==> config.mk <==
export PLATFORM = sky130hd
export DESIGN_NAME = fxp_series_accumulator
export DESIGN_NICKNAME = d
export VERILOG_FILES = /design/src/rtl/fxp_series_accumulator.sv
export SDC_FILE = /design/constraint.sdc
export NUM_CORES = 1
export LEC_CHECK = 0
export ABC_AREA = 1
export BUFFER_PORTS_ARGS = -buffer_cell sky130_fd_sc_hd__buf_2
export CORE_MARGIN = 2
export CORE_UTILIZATION = 46
export CTS_CLUSTER_DIAMETER = 100
export CTS_CLUSTER_SIZE = 24
export DETAILED_ROUTE_END_ITERATION = 8
export GPL_ROUTABILITY_DRIVEN = 0
export PLACE_DENSITY = 0.68
export SYNTH_ARGS = -nofsm -noshare
export SYNTH_HDL_FRONTEND = slang
export SYNTH_SLANG_ARGS = --single-unit
==> constraint.sdc <==
create_clock -name clk -period 5.05 [get_ports clk]
set_clock_uncertainty 0.05 [all_clocks]
set_input_delay 0.2525 -clock clk [delete_from_list [all_inputs] [get_ports clk]]
set_output_delay 0.2525 -clock clk [all_outputs]
set_load 0.005 [all_outputs]
==> src/rtl/fxp_series_accumulator.sv <==
// fxp_series_accumulator
//   Streams signed fixed-point terms into a running sum and hands out one
//   result per stream. Each term is added or subtracted, with optional
//   saturation (SATURATE=1) or modulo-2^N wrap (SATURATE=0), and a sticky
//   overflow flag.
//
// Ports
//   clk, rst       rising-edge clock, synchronous active-high reset
//   in_valid/in_ready/in_data/in_sub/in_last   term stream (one term/cycle)
//   out_valid/out_ready                        result handshake
//   out_data       accumulated sum (running acc outside HOLD)
//   out_overflow   some term in this stream overflowed
//   out_terms      terms accepted in this stream, saturating at 2^CNT_W-1
module fxp_series_accumulator #(
  parameter int N        = 16,
  parameter int FRAC     = 11,
  parameter int SATURATE = 1,
  parameter int CNT_W    = 8
) (
  input  logic             clk,
  input  logic             rst,
  input  logic             in_valid,
  output logic             in_ready,
  input  logic [N-1:0]     in_data,
  input  logic             in_sub,
  input  logic             in_last,
  output logic             out_valid,
  input  logic             out_ready,
  output logic [N-1:0]     out_data,
  output logic             out_overflow,
  output logic [CNT_W-1:0] out_terms
);

  // FRAC only documents the format; the arithmetic never looks at it.
  if (FRAC < 0 || FRAC >= N) begin : g_frac_chk
    $error("FRAC must lie in [0, N-1]");
  end

  typedef enum logic {ACCUM = 1'b0, HOLD = 1'b1} state_t;

  localparam logic [N-1:0] MAXV = {1'b0, {(N-1){1'b1}}};
  localparam logic [N-1:0] MINV = {1'b1, {(N-1){1'b0}}};

  state_t            state, state_nxt;
  logic [N-1:0]      acc, acc_nxt;
  logic              ovf, ovf_nxt;
  logic [CNT_W-1:0]  cnt, cnt_nxt;

  logic [N:0]        opa, opb, sum;
  logic              beat_ovf;
  logic [N-1:0]      beat_res;
  logic              acpt, take;

  // Handshake decode depends on state (and rst) only.
  assign in_ready  = !rst && (state == ACCUM);
  assign out_valid = (state == HOLD);

  assign acpt = in_valid && in_ready;
  assign take = out_valid && out_ready;

  // One guard bit is enough: the N+1-bit sum of two N-bit values never wraps.
  assign opa      = {acc[N-1], acc};
  assign opb      = {in_data[N-1], in_data};
  assign sum      = in_sub ? (opa - opb) : (opa + opb);
  assign beat_ovf = sum[N] ^ sum[N-1];

  always_comb begin
    beat_res = sum[N-1:0];
    if (SATURATE != 0 && beat_ovf)
      beat_res = sum[N] ? MINV : MAXV;  // guard bit holds the true sign
  end

  always_comb begin
    state_nxt = state;
    acc_nxt   = acc;
    ovf_nxt   = ovf;
    cnt_nxt   = cnt;
    case (state)
      ACCUM: begin
        if (acpt) begin
          acc_nxt = beat_res;
          ovf_nxt = ovf | beat_ovf;
          if (cnt != {CNT_W{1'b1}}) cnt_nxt = cnt + 1'b1;
          if (in_last) state_nxt = HOLD;
        end
      end
      HOLD: begin
        if (take) begin
          acc_nxt   = '0;
          ovf_nxt   = 1'b0;
          cnt_nxt   = '0;
          state_nxt = ACCUM;
        end
      end
      default: state_nxt = ACCUM;
    endcase
  end

  always_ff @(posedge clk) begin
    if (rst) begin
      state <= ACCUM;
      acc   <= '0;
      ovf   <= 1'b0;
      cnt   <= '0;
    end else begin
      state <= state_nxt;
      acc   <= acc_nxt;
      ovf   <= ovf_nxt;
      cnt   <= cnt_nxt;
    end
  end

  assign out_data     = acc;
  assign out_overflow = ovf;
  assign out_terms    = cnt;

endmodule

# [Yosys cells after proc, flatten, opt, wreduce, memory -nomap -nowiden]
# Cells that the tools add are included.
[op_classes] n_addsub=3 n_eq_ne=4 muxes=17 bitwise=3 reduce_logical=6
[op_table] op="2-to-1 mux 16 bit" count=4
[op_table] op="case mux 16 bit (2 select lines)" count=1
[op_table] op="2-to-1 mux 8 bit" count=3
[op_table] op="adder 16 x 16 -> 17 bit" count=1
[op_table] op="2-to-1 mux 17 bit" count=1
[op_table] op="subtractor 16 x 16 -> 17 bit" count=1
[op_table] op="case mux 8 bit (2 select lines)" count=1
[op_table] op="adder 8 x 1 -> 8 bit (second input constant)" count=1
[op_table] op="inequality test 8 bit (second input constant)" count=1
[op_table] op="2-to-1 mux 1 bit" count=5
[op_table] op="inequality test 2 x 1 -> 1 bit (second input constant)" count=2
[op_table] op="case mux 1 bit (2 select lines)" count=2
[op_table] op="logical AND 1 bit" count=3
[op_table] op="AND reduction 3 bit" count=1
[op_table] op="inequality test 2 bit (second input constant)" count=1
[op_table] op="AND reduction 2 bit" count=1
[op_table] op="logical NOT 1 bit" count=1
[op_table] op="NOT 1 bit" count=1
[op_table] op="bitwise OR 1 bit" count=1
[op_table] op="bitwise XOR 1 bit" count=1
[word_totals] ff_bits=26 in_bits=22 out_inout_bits=27

# [Logic depth before layout (Yosys ltp)]
[logic_depth] ltp_word=6 depth_mapped=24 mapped_depth_nobuf=23

# [Worst setup path before layout]
# No wires, ideal clock.
[synth_path] path_type="input to register" startpoint="input port in_data[0]" endpoint="register acc[10] (netlist: out_data[10])" setup_ps=123 t_arrival_ps=2603 required_time_ps=4877 slack_ps=2274 cell_stages=22 cell_sequence="inv_1 > ha_1 > nand3_1 > nor2_2 > nor2_1 > a21oi_1 > o21ai_0 > xnor2_1 > ha_1 > nand2_1 > inv_1 > nand2_1 > nand2_1 > a21oi_1 > nand2_1 > nand2_1 > nand2_2 > nor2_4 > nor2_8 > buf_8 > nand2_1 > a21oi_2"
[synth_via] elab_chain_cells=6 elab_cells_between_ends=8 cone_classes="add/sub (2); mux (5); bitwise (1)"
[synth_lines] element="from (decl)" line="24" rtl="input logic [N-1:0] in_data,"
[synth_lines] element="adder 16 x 16 -> 17 bit or subtractor 16 x 16 -> 17 bit (tied branches)" line="64" rtl="assign sum = in_sub ? (opa - opb) : (opa + opb);"
[synth_lines] element="2-to-1 mux 17 bit (*)" line="64"
[synth_lines] element="2-to-1 mux 16 bit or bitwise XOR 1 bit (tied branches)" line="70, 65"
[synth_lines] element="2-to-1 mux 16 bit (*)" line="69" rtl="if (SATURATE != 0 && beat_ovf)"
[synth_lines] element="2-to-1 mux 16 bit (*)" line="80" rtl="if (acpt) begin"
[synth_lines] element="case mux 16 bit (2 select lines) (*)" line="78" rtl="case (state)"
[synth_lines] element="to (signal assigned)" line="107" rtl="acc <= acc_nxt;"
[synth_lines] element="to (decl)" line="45" rtl="logic [N-1:0] acc, acc_nxt;"
# Every way passes the cells marked *; elsewhere a longest branch is shown, timed or not. The select of a mux whose other input is x is not followed.
# A chain may end at the register's enable or synchronous reset.

# [Worst setup path after layout]
[layout_path] startpoint="input port in_data[0]" endpoint="register ovf (netlist: out_overflow)"
[layout_via] elab_chain_cells=6 elab_cells_between_ends=7 cone_classes="add/sub (2); mux (3); bitwise (2)"
[layout_lines] element="adder 16 x 16 -> 17 bit or subtractor 16 x 16 -> 17 bit (tied branches)" line="64"
[layout_lines] element="2-to-1 mux 17 bit (*)" line="64"
[layout_lines] element="bitwise XOR 1 bit (*)" line="65" rtl="assign beat_ovf = sum[N] ^ sum[N-1];"
[layout_lines] element="bitwise OR 1 bit (*)" line="82" rtl="ovf_nxt = ovf | beat_ovf;"
[layout_lines] element="2-to-1 mux 1 bit (*)" line="80"
[layout_lines] element="case mux 1 bit (2 select lines) (*)" line="78"
[layout_lines] element="to (signal assigned)" line="108" rtl="ovf <= ovf_nxt;"
[layout_lines] element="to (decl)" line="46" rtl="logic ovf, ovf_nxt;"
# Marks and branches as above.

==> summary.md <==
| Metric | Value |
|---|---|
| Post-CTS setup buffers | 0 |
| Sw power | 0.315 mW |
| Synth top area share | 20.9% |
| Post-synth EDFFs | 0 |
| Yosys reg bits | 26 |
| Synthesis-to-finish area growth | 13.9% |
| Detailed Route WL | 6270 um |
| Num rows | 26 |
| Hold Vio Cnt, Final | 0 |
| Dpl cell area | 0.00277 mm2 |
| CTS H-Tree Depth | 1 |
| Via count | 2504 |
| Sequential share of power | 30.2% |
| Final setup viols | 0 |
| Layout cells sized above 1 | 18.8% |
| Final Cycle Share | 61.0% |
| Tot Pwr | 0.786 mW |
| Post-Place Cells | 502 |
| Hold-fix buffers, CTS | 0 |
| DP HPWL | 4940 um |
| Setup ws final | 1.97 ns |
| Async SR Flop Fraction | 0% |
| Top post-synthesis cells by area | dfxtp_1, nand2_1, ha_1, inv_1, a21oi_1 |
| Clock transition at path regs | 0.10 ns |
| Fill count | 523 |
| # IOs | 49 |
| Clk buf depth | 2 |
| Yosys Warn Count | 0 |
| Top_reg_cell synth | dfxtp_1 |
| Hold WC Path Type | input port to register |
| Global-route wire length before repair | 10500 um |
| Pin count of the biggest net entering global routing | 21 |
| Switching share of power | 40.1% |
| Logic gate share of total power | 46.8% |
| N_diodes | 0 |
| Synth cell count leaders | nand2_1, inv_1, nor2_1 |
| Slew @ Worst Pin | 0.615 ns |
| MaxCap Viol Count | 0 |
| Gr usage total | 21.3% |
| Vias/cell | 4.95 |
| Synth Instances | 390 |
| Dpl ws | 1.67 ns |
| P_leak | 1.49 nW |
| CP Max Fanout | 16 |
| Pwr/cell area | 277 mW/mm2 |
| Chip height | 77.6 um |
| Rel. slew slack | 58.8% |
| Top cell type by total area after synthesis | dfxtp_1 |
| CTS tree | done |
| Post-Synthesis Cell Area | 0.00249 mm2 |
| Total negative slack | 0 ns |
| Fin. max-slew vios | 0 |
| Int Pwr | 0.471 mW |
| Syn Area/Cell | 6.39 um2 |
| Hold WS | 0.167 ns |
| Critical path arrival | 3.25 ns |
| Syn_nets | 431 |
| Max VDD drop | 130 uV |
| Vias in the first global route | 2290 |
| Util after Layout | 54.8% |
| Initial core utilization | 48.2% |
| Root buf cell | clkbuf_8 |
| Crit. End Element | register |
| Max Clock Freq | 325 MHz |
| 1st-iter DRT viols | 104 |
| Clock power frac | 23.0% |
| CTS sink cnt | 26 |
| CP startpoint kind | input port |
| Seq/Total Area, Yosys | 20.9% |
| Worst Path Required | 5.22 ns |
| Unrepaired setup endpoints after global routing | no |
| Die width | 77.6 um |
| # resized after CTS | 0 |
| Crit path kind | input port to register |
| Core Region | 0.00517 mm2 |
| WL/cell | 12.4 um |
| Clk_lat worst skew | 0.28 ns |
| ANT nets after route | 0 |
| Count leader, synth | nand2_1 |
| Die footprint | 0.00602 mm2 |
| Layout Cells excl Fill | 506 |
| Yosys cell types | 33 |
| DRC | 0 |
| Post-route minimum period | 3.08 ns |
| Total grt overflow | 0 |
| Status | completed |
| IO Port Bufs | 48 |
| TritonCTS buffer count | 3 |
| Post-route cell area | 0.00284 mm2 |
| First-pass iteration count of the detailed router | 4 |
| Initial antenna violation count | 0 |
| Nets | 478 |
power by group through the flow:
stage	clock (mW)	sequential, mW	combinational [mW]
after floorplan	0	0.241	0.287
final	0.181	0.238	0.368
after global placement	0	0.242	0.361
after global routing	0.196	0.240	0.415
after CTS	0.189	0.238	0.367
after detailed placement	0	0.242	0.365
worst max-delay path, cell delays in order:
cell and delay, ns:
buf_2 0.11, inv_1 0.08, ha_1 0.17, nand3_1 0.13, nor2_2 0.18, nor2_1 0.09, a21oi_1 0.20, o21ai_0 0.14
xnor2_1 0.15, ha_1 0.37, nand2_1 0.09, nor2_1 0.13, inv_1 0.05, nor2_1 0.10, nand2_1 0.09, nand2_1 0.08
nand2_1 0.06, nand2_1 0.07, nand3_2 0.30, a21oi_1 0.25, nor2_1 0.05, nor2_1 0.08
metal layers:
layer,vias to the layer above,routed length (um),global-route usage [%]
met5,-,0,0
met4,0,74,5.71
met2,49,3000,37.3
li1,1335,-,-
met1,1112,2920,26.6
met3,8,271,3.72
sequential cells by signal, indices dropped and copies added (netlist names):
signal / cells
out_data: 16
out_valid: 1
out_overflow: 1
out_terms: 8
final timing paths:
check | startpoint | end | cells after the start | slack (ns)
max | in_data[0] | out_overflow | 22 | 1.97
min | in_last | out_valid | 3 | 0.17
max reg2reg | out_data[0] | out_overflow | 14 | 2.52
min reg2reg | out_data[0] | out_data[0] | 2 | 0.44
cell type report:
class | count | area (um2) | area share, %
inverter | 51 | 191 | 6.75
multi-input combinational | 306 | 1720 | 60.6
sequential | 26 | 520 | 18.4
clock inverter | 1 | 30.0 | 1.06
tap | 70 | 87.6 | 3.09
clock buffer | 3 | 41.3 | 1.46
timing repair buffer | 49 | 248 | 8.73
cell families (layout without fill, tap and decap cells):
kind of cell,Yosys count,in the layout,synth area share (%)
and+or+nand+nor,203,203,36.1
AOI/OAI and AO/OA,58,58,13.9
buffers and inverters,58,104,10.1
xor gates and xnor gates,26,26,9.14
DFF,26,26,20.9
adders and majority gates,19,19,9.84
cell usage in the layout (no fill, tap or decap), types with 3 or more instances in the layout:
cell type | Yosys | final
nor2_1 | 34 | 34
xor2_1 | 14 | 14
nand3_1 | 32 | 32
ha_1 | 18 | 18
clkbuf_8 | 0 | 3
nor2_2 | 3 | 3
a21oi_1 | 32 | 32
xnor2_1 | 12 | 12
buf_2 | 1 | 48
dfxtp_1 | 26 | 26
o21bai_1 | 3 | 3
nand2_1 | 115 | 115
nand3b_1 | 3 | 3
nand2_2 | 6 | 6
o21ai_0 | 7 | 7
inv_1 | 50 | 50
a21oi_2 | 11 | 11
(Power assumes the default switching activity.)
